[src/rtl/bin2bcd_16_seq.sv]
// bin2bcd_16_seq: sequential shift-and-add-3 binary-to-BCD converter with start/busy/done handshake
module bin2bcd_16_seq #(
    parameter int WIDTH  = 16,
    parameter int DIGITS = 5
) (
    input  logic                i_clock,
    input  logic                i_reset,
    input  logic                i_start,
    input  logic [WIDTH-1:0]    i_bin,
    output logic [4*DIGITS-1:0] o_bcd,
    output logic                o_busy,
    output logic                o_done
);
    localparam int BW = 4 * DIGITS;
    localparam int CW = $clog2(WIDTH + 1);

    typedef enum logic {IDLE, SHIFT} state_t;

    state_t          r_state, w_next;
    logic [WIDTH-1:0] r_shreg;
    logic [BW-1:0]   r_scratch, r_bcd, w_adj, w_shifted;
    logic [CW-1:0]   r_cnt;
    logic            r_done, w_load, w_last;

    // state register
    always_ff @(posedge i_clock) begin
        if (i_reset) r_state <= IDLE;
        else r_state <= w_next;
    end

    // next state plus load/last-shift strobes
    always_comb begin
        w_load = 1'b0;
        w_last = 1'b0;
        w_next = r_state;
        w_load = (r_state == IDLE) && i_start;
        w_last = (r_state == SHIFT) && (r_cnt == CW'(WIDTH - 1));
        w_next = w_load ? SHIFT : w_last ? IDLE : r_state;
    end

    // add 3 to every scratch digit >= 5 before the shift
    always_comb begin
        w_adj = r_scratch;
        for (int i = 0; i < DIGITS; i++)
            w_adj[4*i +: 4] = (r_scratch[4*i +: 4] >= 4'd5) ? r_scratch[4*i +: 4] + 4'd3 : r_scratch[4*i +: 4];
    end

    // shreg MSB enters units bit 0; adjusted digits never carry out of the top
    assign w_shifted = (w_adj << 1) | BW'(r_shreg[WIDTH-1]);

    // datapath: capture on start, one shift per clock, publish result on the last shift
    always_ff @(posedge i_clock) begin
        if (i_reset) begin
            r_shreg   <= '0;
            r_scratch <= '0;
            r_cnt     <= '0;
            r_bcd     <= '0;
            r_done    <= 1'b0;
        end else begin
            r_done <= w_last;
            if (w_load) begin
                r_shreg   <= i_bin;
                r_scratch <= '0;
                r_cnt     <= '0;
            end else if (r_state == SHIFT) begin
                r_shreg   <= {r_shreg[WIDTH-2:0], 1'b0};
                r_scratch <= w_shifted;
                r_cnt     <= r_cnt + 1'b1;
                if (w_last) r_bcd <= w_shifted;
            end
        end
    end

    assign o_bcd  = r_bcd;
    assign o_busy = (r_state == SHIFT);
    assign o_done = r_done;
endmodule

[config.mk]
export PLATFORM = sky130hd
export DESIGN_NAME = bin2bcd_16_seq
export DESIGN_NICKNAME = d
export VERILOG_FILES = /design/src/rtl/bin2bcd_16_seq.sv
export SDC_FILE = /design/constraint.sdc
export NUM_CORES = 1
export LEC_CHECK = 0
export CAP_MARGIN = 5
export CORE_ASPECT_RATIO = 1.2
export CORE_MARGIN = 2
export CORE_UTILIZATION = 54
export DETAILED_ROUTE_END_ITERATION = 8
export GPL_TIMING_DRIVEN = 0
export PLACE_DENSITY = 0.79
export REMOVE_ABC_BUFFERS = 1
export SETUP_SLACK_MARGIN = 0.2
export SLEW_MARGIN = 0
export SYNTH_ARGS = -nofsm -noshare
export SYNTH_HDL_FRONTEND = slang
export SYNTH_SLANG_ARGS = --single-unit
[constraint.sdc]
create_clock -name i_clock -period 1.75 [get_ports i_clock]
set_input_delay 0.175 -clock i_clock [delete_from_list [all_inputs] [get_ports i_clock]]
set_output_delay 0.175 -clock i_clock [all_outputs]
set_load 0.03 [all_outputs]
Yosys cells after proc, flatten, opt, wreduce, memory -nomap -nowiden
Index checks and enable logic that the tools add are counted.
W data, S select, Z words.
Operators by class
  bitwise logic cells: 3
  reduce and logical (&&, ||, !) cells: 6
  mux-type cells: 9
  add/sub/neg operators: 6
  magnitude comparators: 5
  eq/ne operators: 1
Operators by type and width (number)
  $mux W16: 2
  $ge A4 B3 Y1 const B: 5
  $or A20 B1 Y20: 1
  $add A4 B2 Y4 const B: 4
  $mux W4: 4
  $add A5 B1 Y5 const B: 1
  $eq A5 B4 Y1 const B: 1
  $reduce_bool A2 Y1: 2
  $add A3 B2 Y3 const B: 1
  $mux W3: 1
  $reduce_and A3 Y1: 1
  $logic_and A1 B1 Y1: 2
  $mux W1: 2
  $not A1 Y1: 2
  $reduce_or A2 Y1: 1
Word-level totals
  input port bits: 19
  bits in registers: 63
  word-level logic and storage cells: 36
  output and inout bits: 22

Longest topological paths before layout
Gate-level depths: netlist of the first run.
  word-level depth: 4
  mapped depth: 9
  depth with buffers taken out: 8

Least setup slack after synthesis of the first run
No wires, ideal clock.
  path type: register -> register
  from: register r_cnt[0]
  to: register r_bcd[18], in the netlist o_bcd[18]
  slack: 0.196 ns
  data required time: 1.655 ns
  arrival: 1.459 ns
  clock period less this slack: 1.554 ns
  setup time: 0.095 ns
  buffers on the path: 1
  cell stages (with the launch flop): 10
  cell sequence: dfxtp_1 -> ha_1 -> and3_1 -> ha_1 -> nand2_1 -> or2_1 -> buf_2 -> inv_2 -> nand3_1 -> o311ai_1
On the way
  longest elaborated chain between the ends: 3
RTL lines
  from (decl): RTL line 22  | logic [CW-1:0] r_cnt;
  from (signal assigned): RTL line 68  | r_cnt <= r_cnt + 1'b1;
  $eq A5 B4 Y1: RTL line 37  | w_last = (r_state == SHIFT) && (r_cnt == CW'(WIDTH - 1));
  $logic_and A1 B1 Y1: RTL line 37
  $reduce_and A3 Y1 (no source line)
  to (signal assigned): RTL line 69  | if (w_last) r_bcd <= w_shifted;
  to (decl): RTL line 21  | logic [BW-1:0] r_scratch, r_bcd, w_adj, w_shifted;
No other way between the ends.
A chain may end at the register's enable or synchronous reset.

Final worst setup path of the first run
  from: register r_cnt[1]
  to: register r_bcd[10], in the netlist o_bcd[10]
Same word-level chain as after synthesis.

==> impl_metrics.yaml, run 1 <==
yosys:
  ys_top_cells_by_area: "dfxtp_1, mux2i_1, a21oi_1"
  ys_seq_area_share_pct: 43.4
  synth_edf_count: 0
  yosys_most_used_dff: "dfxtp_1"
  synthCells: 341
  netlist_area_um2: 2900
  yosysTopAreaCell: "dfxtp_1"
  synth_top_area_share_pct: 43.4
  async_flop_share_pct: 0
  ys_types: 38
  yosysWarnings: 0
  ys_seq_elements: 63
  avgSynthCellArea_um2: 8.52
global_routing:
  grt_overflow_total: 0
  gr-usage-all-layers_pct: 21.8
  antenna_found_initial: 0
  grt_start_max_net_pins: 34
  grt_pass1_vias: 2391
  grt_pass1_wl_mm: 10.4
timing:
  slew_headroom_pct: 32.7
  fin_crit_sh_pct: 89.4
  rsz0062_at_grt: "true"
  timing.hold.ws_ns: 0.448
  timing_worst_slew_pin_value_ns: 1.01
  maxSlewViolCount: 0
  post-route-min-period_ns: 1.56
  setup_violations: 0
  clock_skew_ns: 0.00515
  max_freq_ghz: 0.639
  hold_viol: 0
  tns_ns: 0
final_layout:
  finalNetCount: 414
  diodes: 0
  design_area_um2: 3770
  syn2layout_area_growth_pct: 29.7
  layout-drive-gt1-share_pct: 16.3
  utilization_pct: 72.1
  fin_cells: 449
clocking:
  cts_max_level: 3
  cts_tree: "built"
  clk_pin_slew_ns: 0.06
  cts_max_path_buffers: 2
  insertion_delay_ns: 0.34
  cts_made_buffers: 9
  cts.root.buffer_cell: "clkbuf_8"
  clock-sinks: 63
placement:
  dp_hpwl_mm: 3.74
  port_buffers: 40
  place_area_um2: 3320
  placedCellCount: 427
  gp_congestion: 0.835
flow_run:
  max-cap-violations: 0
setup_path:
  cp-end-kind: "flip-flop"
  required_ns: 2.01
  cp_max_fo: 7
  cp.arrival_ns: 1.82
  path_class: "flip-flop to flip-flop"
  r2r_cells: 8
  cp-start-kind: "flip-flop"
  rrSetupSlack_ns: 0.19
floorplan:
  fp.dieW_um: 70.9
  die-area_um2: 5980
  rows: 29
  core_area_um2: 5230
  io_pins: 41
  die_y_um: 84.3
  floorplan.initialDensity_pct: 55.6
detailed_routing:
  vias: 2550
  drt_iter0_drc: 150
  wl_per_cell_um: 14.2
  drcViolationCount: 0
  final_antenna_net_count: 0
  first_pass_iters: 6
  vias_per_cell: 5.68
  drt_wl_total_mm: 6.39
power:
  power_density_nw_per_um2: 791
  leakage_uw: 0.00146
  peakVddDrop_v: 0.000571
min_path:
  min_path_cells: 2
  hp-class: "flip-flop to flip-flop"
outcome:
  status: "completed"
-- state kept, by name, summed over array words and instances (netlist names) --
register / flops
o_busy: 1
r_shreg: 16
r_scratch: 20
r_cnt: 5
o_bcd: 20
o_done: 1
-- path summary, 6_finish.rpt --
path,startpoint,end
min,o_bcd[13]$_SDFFE_PP0P_,o_bcd[13]$_SDFFE_PP0P_
max,r_cnt[1]$_SDFFE_PP0P_,o_bcd[10]$_SDFFE_PP0P_
max reg2reg,r_cnt[1]$_SDFFE_PP0P_,o_bcd[10]$_SDFFE_PP0P_
min reg2reg,o_bcd[13]$_SDFFE_PP0P_,o_bcd[13]$_SDFFE_PP0P_
-- report_power, final --
| group | switching, uW | internal [uW] | total (uW) |
|---|---|---|---|
| Combinational | 169 | 148 | 316 |
| Sequential | 37.5 | 1470 | 1510 |
| Clock | 533 | 625 | 1160 |
-- cells by family (layout without fill, tap and decap cells) --
| family | Yosys count | after routing | share of synthesized area (%) |
|---|---|---|---|
| multiplexers | 18 | 18 | 6.20 |
| adder cells (fa/ha/maj) | 12 | 12 | 5.17 |
| buffers and inverters | 32 | 76 | 5.56 |
| AND/OR/NAND/NOR | 118 | 120 | 17.9 |
| XOR/XNOR | 8 | 8 | 2.41 |
| AO/OA/AOI/OAI | 90 | 90 | 19.3 |
| flip-flops | 63 | 63 | 43.4 |
-- metal layers --
metal	up-vias	track usage (%)	part of all wire, %
li1	1255	-	-
met4	0	13.0	2.5
met5	-	0	0
met3	15	3.36	4.8
met1	1198	25.8	44
met2	82	36.7	49
-- critical path: stages (launching register included) --
cell      delay (ns)
dfxtp_4         0.36
ha_4            0.13
and3_4          0.19
ha_4            0.16
nand2_4         0.07
or2_4           0.31
inv_8           0.10
nand3_2         0.09
o311ai_2        0.07
-- placed cells by master (no fill, tap or decap), types with 2 or more instances in the layout --
| cell type | synthesis | routed |
|---|---|---|
| dfxtp_1 | 63 | 55 |
| nor2_1 | 45 | 45 |
| nand2_1 | 39 | 38 |
| a21oi_1 | 34 | 31 |
| clkdlybuf4s50_1 | 0 | 30 |
| o21ai_0 | 18 | 18 |
| mux2i_1 | 18 | 18 |
| inv_1 | 12 | 12 |
| clkbuf_8 | 0 | 12 |
| o21ai_1 | 9 | 9 |
| ha_1 | 12 | 8 |
| a21oi_4 | 0 | 6 |
| dlymetal6s2s_1 | 0 | 6 |
| dfxtp_2 | 0 | 6 |
| nand2b_1 | 6 | 5 |
| nor3_1 | 5 | 5 |
| nand3_1 | 10 | 5 |
| nand3_2 | 0 | 5 |
| nor3b_1 | 5 | 5 |
| nor2b_1 | 4 | 4 |
| a211oi_2 | 4 | 4 |
| a31oi_1 | 4 | 4 |
| o22ai_1 | 4 | 4 |
| o311ai_1 | 5 | 4 |
| dlygate4sd2_1 | 0 | 4 |
| buf_4 | 2 | 4 |
| xnor2_2 | 0 | 3 |
| xnor2_1 | 6 | 3 |
| or2_4 | 0 | 3 |
| ha_4 | 0 | 3 |
| clkbuf_1 | 3 | 3 |
| a21oi_2 | 5 | 2 |
| xor2_1 | 2 | 2 |
| dfxtp_4 | 0 | 2 |
-- synthesized netlist by cell type, types with 2 or more instances --
library cell	count
xor2_1	2
nand2b_1	6
o21ai_0	18
mux2i_1	18
dfxtp_1	63
buf_6	3
nor2b_1	4
clkbuf_1	3
ha_1	12
nor3b_1	5
buf_4	2
a31oi_1	4
a21oi_1	34
nand3_1	10
nor3_1	5
o22ai_1	4
inv_1	12
a211oi_2	4
nand2_1	39
buf_2	9
a21oi_2	5
o21ai_1	9
inv_2	2
o311ai_1	5
nor2_1	45
xnor2_1	6
-- final cells by class --
cell class	instances	area (um2)
sequential	63	1280
timing repair buffer	47	503
fill	396	1460
clock buffer	15	176
multi-input combinational	248	1670
inverter	14	60.1
tap	62	77.6
-- timing repair --
action | 4_1_cts | 5_1_grt
cloned | 2 | 0
resized for setup | 20 | 35
pin swaps | 2 | 5
hold buffers | 0 | 0
endpoints found under the setup margin | 63 | 31
buffers inserted | 3 | 2
-- per-stage QoR --
stage	setup WS, ns	total power, uW
after floorplan	-1.27	1700
after global placement	-2.02	1800
after detailed placement	-0.703	1820
after CTS	0.202	2970
after global routing	0.107	3080
final	0.186	2980
(Power assumes the default switching activity.)
==> inputs of run 2 (changes only) <==
Settings changed: ABC_AREA from default to 0, CORE_UTILIZATION 54 to 58, PLACE_DENSITY 0.79 to 0.84.
Clock period 1.75 ns to 1.9 ns, I/O delays scaled along.
==> impl_metrics.yaml, run 2 (synthesis results as in run 1) <==
setup_path:
  r2r_cells: 7
  cp_slowest_stage_delay_ns: 0.37
  cp_cell_sequence: "ha_4 > and3_4 > ha_4 > nand2_2 > or2_4 > buf_12 > o311ai_1"
  cp.arrival_ns: 1.90
  required_ns: 2.15
  cp_max_fo: 7
  crit-reg2reg-launch: "r_cnt[0]$_SDFFE_PP0P_"
  rrSetupSlack_ns: 0.25
  slowest_stage: "dfxtp_2"
  path_class: "flip-flop to flip-flop"
  crit_family: "simple AND/OR/NAND/NOR gates"
  crit_buf_inv: 1
  cp_common_cell: "ha_4"
  cp-start-kind: "flip-flop"
  r2r-end: "o_bcd[6]$_SDFFE_PP0P_"
  cp-end-kind: "flip-flop"
placement:
  port_buffers: 40
  dp_hpwl_mm: 3.82
  gp_congestion: 0.825
  pre_cts_ws_ns: -0.527
clocking:
  clk_pin_slew_ns: 0.06
  insertion_delay_ns: 0.34
  cts_made_buffers: 9
  cts_tree: "built"
  clock-sinks: 63
  hold_buffers: 0
  cts_max_level: 3
  cts_max_path_buffers: 2
  cts.root.buffer_cell: "clkbuf_8"
global_routing:
  grt_pass1_vias: 2269
  grt_pass1_wl_mm: 9.47
  grt_start_max_net_pins: 51
  antenna_found_initial: 0
  grt_overflow_total: 0
  gr-usage-all-layers_pct: 22.2
floorplan:
  io_pins: 41
  core_area_um2: 4870
  die_y_um: 81.5
  floorplan.initialDensity_pct: 59.6
  die-area_um2: 5590
  fp.dieW_um: 68.6
  rows: 28
power:
  sequentialPowerShare_pct: 52.6
  leakage_uw: 0.00129
  power.share.clock_pct: 37.0
  power_frac_comb_pct: 10.4
  power_switching_uw: 652
  swShare_pct: 24.8
  power.internal_uw: 1980
  power_density_nw_per_um2: 736
  peakVddDrop_v: 0.000590
timing:
  slew_headroom_pct: 32.0
  setup_violations: 0
  post-route-min-period_ns: 1.65
  max_freq_ghz: 0.607
  timing_worst_slew_pin_value_ns: 1.02
  rsz0062_at_grt: "false"
  hold_viol: 0
  clock_skew_ns: 0.00615
  fin_ws_ns: 0.252
  tns_ns: 0
  fin_crit_sh_pct: 86.8
  maxSlewViolCount: 0
outcome:
  status: "completed"
min_path:
  min_to: "o_bcd[9]$_SDFFE_PP0P_"
  min_from: "o_bcd[9]$_SDFFE_PP0P_"
  hp-class: "flip-flop to flip-flop"
  min_path_cells: 2
final_layout:
  layout-drive-gt1-share_pct: 10.9
  mostFrequentLayoutCell: "dfxtp_1"
  finalNetCount: 412
  diodes: 0
  layout_common_cells: "dfxtp_1, nor2_1, nand2_1"
  seq_area_um2: 1270
  fillers: 368
  syn2layout_area_growth_pct: 23.0
  multi_input_area_um2: 1530
detailed_routing:
  drt_iter0_drc: 223
  vias: 2529
  drt_wl_total_mm: 6.14
  wl_met3_um: 384
  vias_per_cell: 5.68
  final_antenna_net_count: 0
  wl_met1_mm: 2.57
  drcViolationCount: 0
  dr_wl_met2_mm: 3.08
  highest_layer: "met4"
  first_pass_iters: 5
  wl_per_cell_um: 13.8
flow_run:
  max-cap-violations: 0
[run 2: cell types whose count changed in the layout (fill, tap and decap cells not counted), sizes merged]
cell	delta
clkdlybuf4s15	+1
clkdlybuf4s50	+7
dlymetal6s2s	-4
buf	-1
clkbuf	-1
dlygate4sd2	-4
clkinv	+1
or2	-1
[run 2: worst max path at each step]
stage                                     start                      to  slack (ns)  cells after the start
after CTS                 r_cnt[0]$_SDFFE_PP0P_  o_bcd[18]$_SDFFE_PP0P_        0.19                      8
after detailed placement                i_reset  o_bcd[18]$_SDFFE_PP0P_       -0.53                      5
after global placement      o_busy$_SDFFE_PP0P_   o_bcd[0]$_SDFFE_PP0P_       -1.87                      2
after global routing      r_cnt[0]$_SDFFE_PP0P_  o_bcd[10]$_SDFFE_PP0P_        0.20                      8
final                     r_cnt[0]$_SDFFE_PP0P_   o_bcd[6]$_SDFFE_PP0P_        0.25                      7
after floorplan             o_busy$_SDFFE_PP0P_   o_bcd[0]$_SDFFE_PP0P_       -1.12                      2
[run 2: final cells by class]
class / count / area share, %
multi-input cells: 247 / 42.7
flip-flops and latches: 63 / 35.5
repair buffers: 46 / 13.7
clock buffers: 14 / 4.27
well taps: 60 / 2.10
inverters: 14 / 1.61
clock inverters: 1 / 0.140
[run 2: metrics by stage]
step | cell area, um2 | power, uW | cells | hold slack, ns | util (%)
CTS | 3480 | 2640 | 440 | 0.452 | 71.4
global placement | 3270 | 1650 | 423 | 0.435 | 67.2
global route | 3570 | 2730 | 445 | 0.479 | 73.4
detailed placement | 3310 | 1670 | 425 | 0.443 | 68.0
floorplan | 2800 | 1570 | 323 | 0.262 | -
finish | 3570 | 2630 | 445 | 0.447 | 73.4
[run 2: what timing repair did]
action | 4_1_cts | 5_1_grt
buffers inserted | 0 | 4
pin swaps | 0 | 1
cloned | 0 | 1
endpoints found under the setup margin | 22 | 46
gates resized for setup | 7 | 11
[run 2: layer usage]
layer  track usage [%]  up-vias
met5                 0        -
met2              39.2       73
met4              8.20        0
met3              7.53       11
met1              24.2     1187
li1                  -     1258
[run 2: tightest hold or removal path, cell delays in order, from the launching register on]
cell and delay (ns):
dfxtp_1 0.31, nand2_1 0.05, o21ai_1 0.05
[run 2: power by group through the flow]
stage / Sequential, uW / Clock, uW / Combinational, uW
after global routing: 1390 / 1040 / 303
after global placement: 1430 / 0 / 223
after CTS: 1390 / 990 / 260
after detailed placement: 1420 / 0 / 258
final: 1380 / 973 / 273
after floorplan: 1420 / 0 / 145
==> inputs of run 3 (changes only) <==
Settings changed: ABC_AREA 0 to 1, CORE_UTILIZATION 58 to 59, PLACE_DENSITY 0.84 to 0.85.
==> impl_metrics.yaml, run 3 <==
floorplan:
  die_y_um: 82.5
  io_pins: 41
  core_area_um2: 4940
  floorplan.initialDensity_pct: 61.3
  die-area_um2: 5720
  rows: 28
  fp.dieW_um: 69.4
placement:
  dp_hpwl_mm: 3.96
  pre_cts_ws_ns: -0.453
  gp_congestion: 0.852
  placedCellCount: 527
  port_buffers: 40
detailed_routing:
  drt_iter0_drc: 147
  drcViolationCount: 0
  wl_per_cell_um: 11.1
  first_pass_iters: 4
  drt_wl_total_mm: 6.07
  vias: 2790
  final_antenna_net_count: 0
  vias_per_cell: 5.10
final_layout:
  fin_cells: 547
  syn2layout_area_growth_pct: 19.3
  utilization_pct: 73.1
  layout-drive-gt1-share_pct: 5.54
  layout_common_cells: "nand2_1, inv_1, dfxtp_1"
  mostFrequentLayoutCell: "nand2_1"
  finalNetCount: 514
  diodes: 0
setup_path:
  cp.arrival_ns: 1.88
  cp-start-kind: "flip-flop"
  crit_family: "simple AND/OR/NAND/NOR gates"
  path_class: "flip-flop to flip-flop"
  cp-end-kind: "flip-flop"
  slowest_stage: "dfxtp_1"
  cp_cell_sequence: "ha_1 > and3_1 > ha_1 > nand2_1 > nand2_1 > inv_6 > nand2_1 > nand2_1"
  cp_common_cell: "nand2_1"
  cp_slowest_stage_delay_ns: 0.34
  crit_buf_inv: 1
  cp_max_fo: 20
  required_ns: 2.19
global_routing:
  use_met3_pct: 6.92
  grt_overflow_total: 0
  met1_usage_pct: 23.3
  grt_start_max_net_pins: 25
  gr-usage-all-layers_pct: 23.4
  grt_pass1_vias: 2597
  top_usage_layer: "met2"
  antenna_found_initial: 0
  grt_pass1_wl_mm: 10.5
  use_met2_pct: 44.1
timing:
  setup_violations: 0
  clock_skew_ns: 0.00556
  maxSlewViolCount: 0
  timing.hold.ws_ns: 0.423
  fin_ws_ns: 0.309
  fin_crit_sh_pct: 83.7
  rsz0062_at_grt: "false"
  max_freq_ghz: 0.629
  hold_viol: 0
  timing_worst_slew_pin_value_ns: 0.348
  slew_headroom_pct: 76.7
  post-route-min-period_ns: 1.59
yosys:
  synthCells: 441
  yosysWarnings: 0
  yosys_most_used_dff: "dfxtp_1"
  async_flop_share_pct: 0
  synthMostInstantiatedCell: "nand2_1"
  ys_seq_elements: 63
  ys_types: 24
  avgSynthCellArea_um2: 6.86
  yosysTopAreaCell: "dfxtp_1"
  ys_seq_area_share_pct: 41.7
  ys_top_cells_by_area: "dfxtp_1, nand2_1, inv_1"
  synth_edf_count: 0
  yosys-top-cells-count: "nand2_1, dfxtp_1, inv_1"
  netlist_area_um2: 3030
  synth_top_area_share_pct: 41.7
clocking:
  cts.root.buffer_cell: "clkbuf_8"
  cts_tree: "built"
  cts_max_path_buffers: 2
  hold_buffers: 0
  cts_made_buffers: 9
  insertion_delay_ns: 0.34
  clk_pin_slew_ns: 0.06
  cts_max_level: 3
  clock-sinks: 63
min_path:
  hp-class: "input pin to flip-flop"
power:
  peakVddDrop_v: 0.000535
  power_density_nw_per_um2: 750
  total_power_uw: 2710
  leakage_uw: 0.00182
outcome:
  status: "completed"
flow_run:
  max-cap-violations: 0
## run 3: cell types whose count changed in the layout (fill, tap and decap cells not counted), sizes merged, moves of 6 or more
cell / before / now
nor2: 45 / 13
inv: 14 / 66
nand4: 1 / 11
nand2: 39 / 174
nand3: 10 / 37
a21oi: 39 / 24
o21ai: 27 / 19
nand2b: 6 / 0
mux2i: 18 / 0
## run 3: path summary, 6_finish.rpt
kind / start / endpoint / slack (ns) / cells after the start
setup reg to reg: r_cnt[0]$_SDFFE_PP0P_ / o_bcd[9]$_SDFFE_PP0P_ / 0.31 / 8
setup / recovery: r_cnt[0]$_SDFFE_PP0P_ / o_bcd[9]$_SDFFE_PP0P_ / 0.31 / 8
hold / removal: i_bin[0] / r_shreg[0]$_SDFFE_PP0P_ / 0.42 / 3
hold reg to reg: o_bcd[8]$_SDFFE_PP0P_ / o_bcd[8]$_SDFFE_PP0P_ / 0.45 / 2
## run 3: area by class of cell
type                       instances  area [um2]
clock buffer                      14         153
clock inverter                     1        5.00
tap                               60        75.1
inverter                          66         253
timing repair buffer              45         444
fill                             426        1330
multi-input combinational        298        1420
sequential                        63        1260
## run 3: routing by layer
metal	part of all wire [%]	vias up	wire length [um]
li1	-	1455	-
met5	0	-	0
met1	43	1256	2580
met2	50	64	3050
met3	4.8	15	291
met4	2.4	0	144
## run 3: kinds of logic after synthesis
group	share of synthesized area, %
adders and majority gates	4.96
and+or+nand+nor	33.5
buffers and inverters	11.7
xor gates and xnor gates	0.579
AOI/OAI and AO/OA	7.65
DFF	41.7
## run 3: metrics by stage
stage | TNS (ns) | instance area [um2]
after detailed placement | -8.57 | 3400
after floorplan | -21.77 | 2920
after global routing | 0 | 3610
final | 0 | 3610
after global placement | -50.90 | 3400
after CTS | 0 | 3600
## run 3: tightest hold or removal path, delay by kind of cell
family / cells / cell delay [ns]
buf+inv: 1 / 0.40
simple gates: 1 / 0.06
compound gates: 1 / 0.06
## run 3: timing repair
item | CTS | global route
setup buffers | 5 | 0
resized for setup | 3 | 2
setup endpoints to repair | 63 | 6
pin swaps | 1 | 0
## run 3: where the power goes
group | switching (uW) | internal, uW
Clock | 471 | 502
Combinational | 200 | 128
Sequential | 39.4 | 1370
